**config.mk**
```make
export PLATFORM = sky130hd
export DESIGN_NAME = uart_rx
export DESIGN_NICKNAME = d
export VERILOG_FILES = /design/src/rtl/uart_rx.sv
export SDC_FILE = /design/constraint.sdc
export NUM_CORES = 1
export LEC_CHECK = 0
export CORE_ASPECT_RATIO = 2
export CORE_MARGIN = 2
export CORE_UTILIZATION = 35
export CTS_BUF_LIST = sky130_fd_sc_hd__clkbuf_8
export DETAILED_ROUTE_END_ITERATION = 7
export SYNTH_ARGS = -nofsm -noshare
export SYNTH_HDL_FRONTEND = slang
export SYNTH_SLANG_ARGS = --single-unit
```
**constraint.sdc**
```tcl
create_clock -name clk -period 4.2 [get_ports clk]
set_input_delay 0.63 -clock clk [delete_from_list [all_inputs] [get_ports clk]]
set_output_delay 0.63 -clock clk [all_outputs]
set_load 0.02 [all_outputs]
```
**src/rtl/uart_rx.sv**
```systemverilog
// UART receiver: x16 oversampled start/data/stop deserialiser.
// Define UART_RX_PARITY_EN to add an even-parity bit and parity_err.
module uart_rx #(
    parameter int DBIT    = 8,
    parameter int SB_TICK = 16
) (
    input  logic            clk,
    input  logic            reset_n,
    input  logic            s_tick,
    input  logic            rx,
    output logic [DBIT-1:0] rx_data,
    output logic            rx_done_tick,
`ifdef UART_RX_PARITY_EN
    output logic            parity_err,
`endif
    output logic            frame_err
);
    localparam int SW = (SB_TICK <= 16) ? 4 : 6;
    localparam int NW = $clog2(DBIT);

    typedef enum logic [2:0] {
        IDLE   = 3'd0,
        START  = 3'd1,
        DATA   = 3'd2,
`ifdef UART_RX_PARITY_EN
        PARITY = 3'd3,
`endif
        STOP   = 3'd4
    } state_t;

    state_t          state_q, state_d;
    logic            rx_m_q, rx_s_q;
    logic [SW-1:0]   s_cnt_q, s_cnt_d;
    logic [NW-1:0]   n_cnt_q, n_cnt_d;
    logic [DBIT-1:0] sh_q, sh_d;
    logic [DBIT-1:0] data_q, data_d;
    logic            done_q, done_d;
    logic            ferr_q, ferr_d;
`ifdef UART_RX_PARITY_EN
    logic            par_q, par_d;
    logic            perr_q, perr_d;
`endif

    always_comb begin
        state_d = state_q;
        s_cnt_d = s_cnt_q;
        n_cnt_d = n_cnt_q;
        sh_d    = sh_q;
        data_d  = data_q;
        ferr_d  = ferr_q;
        done_d  = 1'b0;
`ifdef UART_RX_PARITY_EN
        par_d   = par_q;
        perr_d  = perr_q;
`endif
        unique case (state_q)
            IDLE: begin
                if (!rx_s_q) begin
                    state_d = START;
                    s_cnt_d = '0;
                end
            end
            START: begin
                if (s_tick) begin
                    if (s_cnt_q == SW'(7)) begin
                        // A line back high at mid start bit is noise.
                        if (!rx_s_q) begin
                            state_d = DATA;
                            s_cnt_d = '0;
                            n_cnt_d = '0;
                        end else begin
                            state_d = IDLE;
                        end
                    end else begin
                        s_cnt_d = s_cnt_q + SW'(1);
                    end
                end
            end
            DATA: begin
                if (s_tick) begin
                    if (s_cnt_q == SW'(15)) begin
                        sh_d    = {rx_s_q, sh_q[DBIT-1:1]};
                        s_cnt_d = '0;
                        if (n_cnt_q == NW'(DBIT - 1)) begin
`ifdef UART_RX_PARITY_EN
                            state_d = PARITY;
`else
                            state_d = STOP;
`endif
                        end else begin
                            n_cnt_d = n_cnt_q + NW'(1);
                        end
                    end else begin
                        s_cnt_d = s_cnt_q + SW'(1);
                    end
                end
            end
`ifdef UART_RX_PARITY_EN
            PARITY: begin
                if (s_tick) begin
                    if (s_cnt_q == SW'(15)) begin
                        par_d   = rx_s_q;
                        s_cnt_d = '0;
                        state_d = STOP;
                    end else begin
                        s_cnt_d = s_cnt_q + SW'(1);
                    end
                end
            end
`endif
            STOP: begin
                if (s_tick) begin
                    if (s_cnt_q == SW'(SB_TICK - 1)) begin
                        data_d  = sh_q;
                        ferr_d  = ~rx_s_q;
                        done_d  = 1'b1;
`ifdef UART_RX_PARITY_EN
                        perr_d  = (^sh_q) ^ par_q;
`endif
                        state_d = IDLE;
                    end else begin
                        s_cnt_d = s_cnt_q + SW'(1);
                    end
                end
            end
            default: state_d = IDLE;
        endcase
    end

    always_ff @(posedge clk) begin
        if (!reset_n) begin
            rx_m_q  <= 1'b1;
            rx_s_q  <= 1'b1;
            state_q <= IDLE;
            s_cnt_q <= '0;
            n_cnt_q <= '0;
            sh_q    <= '0;
            data_q  <= '0;
            done_q  <= 1'b0;
            ferr_q  <= 1'b0;
`ifdef UART_RX_PARITY_EN
            par_q   <= 1'b0;
            perr_q  <= 1'b0;
`endif
        end else begin
            rx_m_q  <= rx;
            rx_s_q  <= rx_m_q;
            state_q <= state_d;
            s_cnt_q <= s_cnt_d;
            n_cnt_q <= n_cnt_d;
            sh_q    <= sh_d;
            data_q  <= data_d;
            done_q  <= done_d;
            ferr_q  <= ferr_d;
`ifdef UART_RX_PARITY_EN
            par_q   <= par_d;
            perr_q  <= perr_d;
`endif
        end
    end

    assign rx_data      = data_q;
    assign rx_done_tick = done_q;
    assign frame_err    = ferr_q;
`ifdef UART_RX_PARITY_EN
    assign parity_err   = perr_q;
`endif

endmodule

```
---- Word level (Yosys, flattened, before mapping) ----
Index checks and enable logic that the tools add are counted.
Widths: inputs -> output; s select.
word-level totals
  logic and storage cells ................. 64
  flip-flop bits (word level) ............. 30
  bits of input ports ..................... 4
operators by class
  add/sub/neg operators ................... 2
  reduce and logical (&&, ||, !) cells .... 9
  bitwise operators ....................... 1
  equal/unequal tests ..................... 17
  mux-type cells .......................... 26
operators with widths
  kind                 number
  $mux 3               14
  $mux 4               7
  $ne 2x2->1 const B   11
  $pmux 4 s4           1
  $pmux 3 s4           1
  $reduce_and 3->1     3
  $reduce_and 8->1     1
  $reduce_and 7->1     1
  $eq 3x3->1 const B   2
  $pmux 3 s2           1
  $reduce_and 5->1     1
  $add 4x1->4 const B  1
  $eq 4x3->1 const B   1
  $eq 4x4->1 const B   1
  $reduce_bool 4->1    1
  $add 3x1->3 const B  1
  $eq 3x1->1 const B   1
  $eq 3x2->1 const B   1
  $logic_not 3->1      1
  $mux 2               1
  $reduce_bool 2->1    1
  $mux 1               1
  $not 1->1            1

---- Longest topological paths before layout ----
  depth in word-level cells ............... 5
  gate-level depth with buffers ........... 7
  mapped depth without buffers ............ 7

---- Least setup slack after synthesis ----
Ideal clock, no wire load.
  path kind ............................... in2reg
  start point ............................. input port s_tick
  end point ............................... register s_cnt_q[3]
  path slack .............................. 2.618 ns
  stages on the path ...................... 5
  path buffers ............................ 0
  arrival time ............................ 1.503 ns
  cell sequence ........................... inv_1 -> maj3_1 -> a2bb2oi_1 -> o21bai_1 -> o211ai_1
between the ends
  longest elaborated chain between the ends .. 2
  elaborated cells between the ends (all ways) .. 4
  classes of those cells .................. 3 x eq/ne; 1 x reduce/logical
ends and longest elaborated chain
  what                                 RTL line  RTL
  start, declared                      9         input logic s_tick,
  $ne 2x2->1 (no source line)          n/a
  $reduce_and 5->1 (no source line) *  n/a
  end signal, assigned                 149       s_cnt_q <= s_cnt_d;
  end, declared                        33        logic [SW-1:0] s_cnt_q, s_cnt_d;
Mark *: on every way between the ends. The rest lies on a longest branch, timed or not.
A chain may end at the register's enable or synchronous reset.

==> reports/metrics.yaml <==
critical_path:
  critical_path.cell_chain: "clkdlybuf4s50_1 > or3b_2 > o211ai_1"
  cp-start-kind: "primary input"
  worstSetupPathType: "primary input to flip-flop"
  slowest_stage: "clkdlybuf4s50_1"
  crit_path_start: "reset_n"
  critPathBufInv: 1
  cp_max_fo: 38
  critPathTopFamily: "buffers and inverters"
  end_kind: "flip-flop"
  critical_path_required_ns: 4.40
  crit_arrival_ns: 2.48
  cpPeakStageDelay_ns: 1.19
  reg2reg_from: "state_q[0]"
global_route:
  grt_pass1_vias: 1139
  grt_pass1_wl_um: 4790
  grt_use_met3_pct: 2.64
  overflow: 0
  met1_usage_pct: 11.9
  track_usage_pct: 13.0
  busiest_layer: "met2"
  grt.met2_usage_pct: 23.6
  grt_max_degree: 39
  antenna_found_initial: 0
yosys:
  avgSynthCellArea_sq_um: 9.90
  synth_seq_area_share_pct: 40.4
  synthesis.area_sq_um: 1490
  synth_seq_cells: 30
  yosys_warnings: 0
  syn_nets: 157
  ys_types: 42
  yosys-top-cells-area: "dfxtp_1 40%, mux2i_1 11%, nor2b_1 7.6%"
  synth_top_area_share_pct: 40.4
  synth_cells: 150
  synth_top_area_cell: "dfxtp_1"
min_path:
  min_path_type: "flip-flop to flip-flop"
  min_from: "rx_m_q"
place:
  pre_cts_ws_ns: 1.62
  dpl.hpwl_um: 2000
  place_congestion: 0.833
  io_buffer_count: 13
sta:
  worstMarginPinSlew_ns: 1.09
  fmax_mhz: 438
  relSlewSlack_pct: 26.9
  finClkSkew_ns: 0.00286
  setup_ws_ns: 1.92
  setup_violations: 0
  setup-tns-final_ns: 0
  hold_violations: 0
  fin_crit_ns: 2.28
  rsz0062_at_grt: "no"
  finalCritPeriodShare_pct: 54.4
  slew_violations: 0
detailed_routing:
  drc_errors: 0
  ant_nets: 0
  drtPass1Iterations: 2
  viasPerCell: 5.13
  drt_iter0_drc: 14
  vias: 1088
  wirelength_um: 2760
  routedWlPerCell_um: 13.0
cts:
  postCtsHoldBufs: 0
  clk_pin_slew_ns: 0.06
  cts.sinks: 30
  clkLatencyLatePin_ns: 0.27
  cts_made_buffers: 5
  cts_max_level: 2
  postCtsSetupRepairBufs: 0
  clk_path_buf_depth: 2
  cts_tree: "built"
  root_buffer: "clkbuf_8"
  ctsResizeCount: 0
pwr:
  p_leak_nw: 0.559
  vdd_ir_drop_max_mv: 0.226
  total_power_uw: 524
  pwr_density_cell_nw_per_um2: 310
run_status:
  status: "completed"
cells_and_area:
  antenna_cells: 0
  areaGrowthSynthToFinish_pct: 13.8
  final_nets: 167
  final_layout_size_suffix_gt1_share_pct: 8.75
floorplan:
  num_io_pins: 14
  core_area_sq_um: 4090
  die_y_um: 96.1
  dieWidth_um: 50.1
  die-area_sq_um: 4810
  start_util_pct: 36.3
  rows: 33
job:
  max_cap_viol_count: 0
flip-flops by register name, indices dropped and copies added, names as in the netlist:
signal	count
rx_data	8
state_q	3
n_cnt_q	3
rx_m_q	1
s_cnt_q	4
rx_done_tick	1
frame_err	1
rx_s_q	1
sh_q	8
area by class of cell:
type                       count  area, sq um
timing repair buffer          13          130
clock inverter                 2         7.51
tap                           52         65.1
inverter                       1         3.75
clock buffer                   5         68.8
fill                         405         2400
multi-input combinational    109          815
sequential                    30          601
power breakdown:
group | internal, mW | switching (mW)
sequential | 0.287 | 0.00403
combinational | 0.0142 | 0.0155
clock | 0.109 | 0.0947
total | 0.410 | 0.114
metal layers:
layer	share of wire, %	vias up
li1	-	545
met5	0	-
met4	4.2	0
met2	55	18
met3	2.2	11
met1	39	514
cells in the mapped netlist:
library cell	n
dfxtp_1	30
nor2b_1	18
mux2i_1	17
nand2_1	11
nand3_1	8
nand2b_1	6
clkbuf_1	4
nor2_1	4
buf_6	3
ha_1	3
nor3b_1	3
o21ai_0	3
o21ai_1	3
a21boi_1	2
buf_2	2
maj3_1	2
nand4b_1	2
nor2_4	2
nor3_1	2
o211ai_1	2
o22ai_1	2
a2111oi_2	1
a2111oi_4	1
a21o_1	1
a21oi_1	1
a2bb2oi_1	1
a311oi_2	1
a41oi_1	1
and2_1	1
buf_4	1
inv_1	1
nand4_1	1
nor3_2	1
nor3b_2	1
o2111ai_1	1
o211a_1	1
o21bai_1	1
o31a_1	1
or3b_2	1
or3b_4	1
xnor2_1	1
xor2_1	1
path summary, 6_finish.rpt:
path,to,slack [ns],cells past startpoint
min reg2reg,rx_s_q,0.42,1
max,s_cnt_q[3],1.92,3
max reg2reg,state_q[1],2.23,5
min,rx_s_q,0.42,1
cell usage in the layout (no fill, tap or decap), drive strengths merged, types with 3 or more instances in the layout:
master / synthesis / layout
clkbuf: 4 / 5
clkdlybuf4s50: 0 / 13
dfxtp: 30 / 30
ha: 3 / 3
inv: 1 / 3
mux2i: 17 / 17
nand2: 11 / 11
nand2b: 6 / 6
nand3: 8 / 8
nor2: 6 / 6
nor2b: 18 / 18
nor3: 3 / 3
nor3b: 4 / 4
o21ai: 6 / 6
logic make-up (layout without fill, tap and decap cells):
family          after synthesis  in the layout  share of synthesized area, %
xor+xnor                      2              2                          1.18
flops                        30             30                          40.4
compound gates               23             23                          13.1
buf+inv                      11             21                          4.72
fa+ha+maj                     5              5                          3.88
mux                          17             17                          11.5
simple gates                 62             62                          25.2
metrics by stage:
step                      instances  cell area, sq um  hold WS, ns  utilization, %
after global placement          205              1610        0.399            39.5
after floorplan                 150              1490        0.386               -
after global routing            212              1690        0.444            41.4
after CTS                       212              1690        0.419            41.4
final                           212              1690        0.421            41.4
after detailed placement        205              1610        0.401            39.5
worst reg2reg max path, delay by kind of cell (launching register included):
family / cells / cell delay, ns
and+or+nand+nor: 2 / 0.37
DFF: 1 / 0.65
AOI/OAI and AO/OA: 3 / 0.89
No activity file was read; power rests on OpenSTA's default activity.
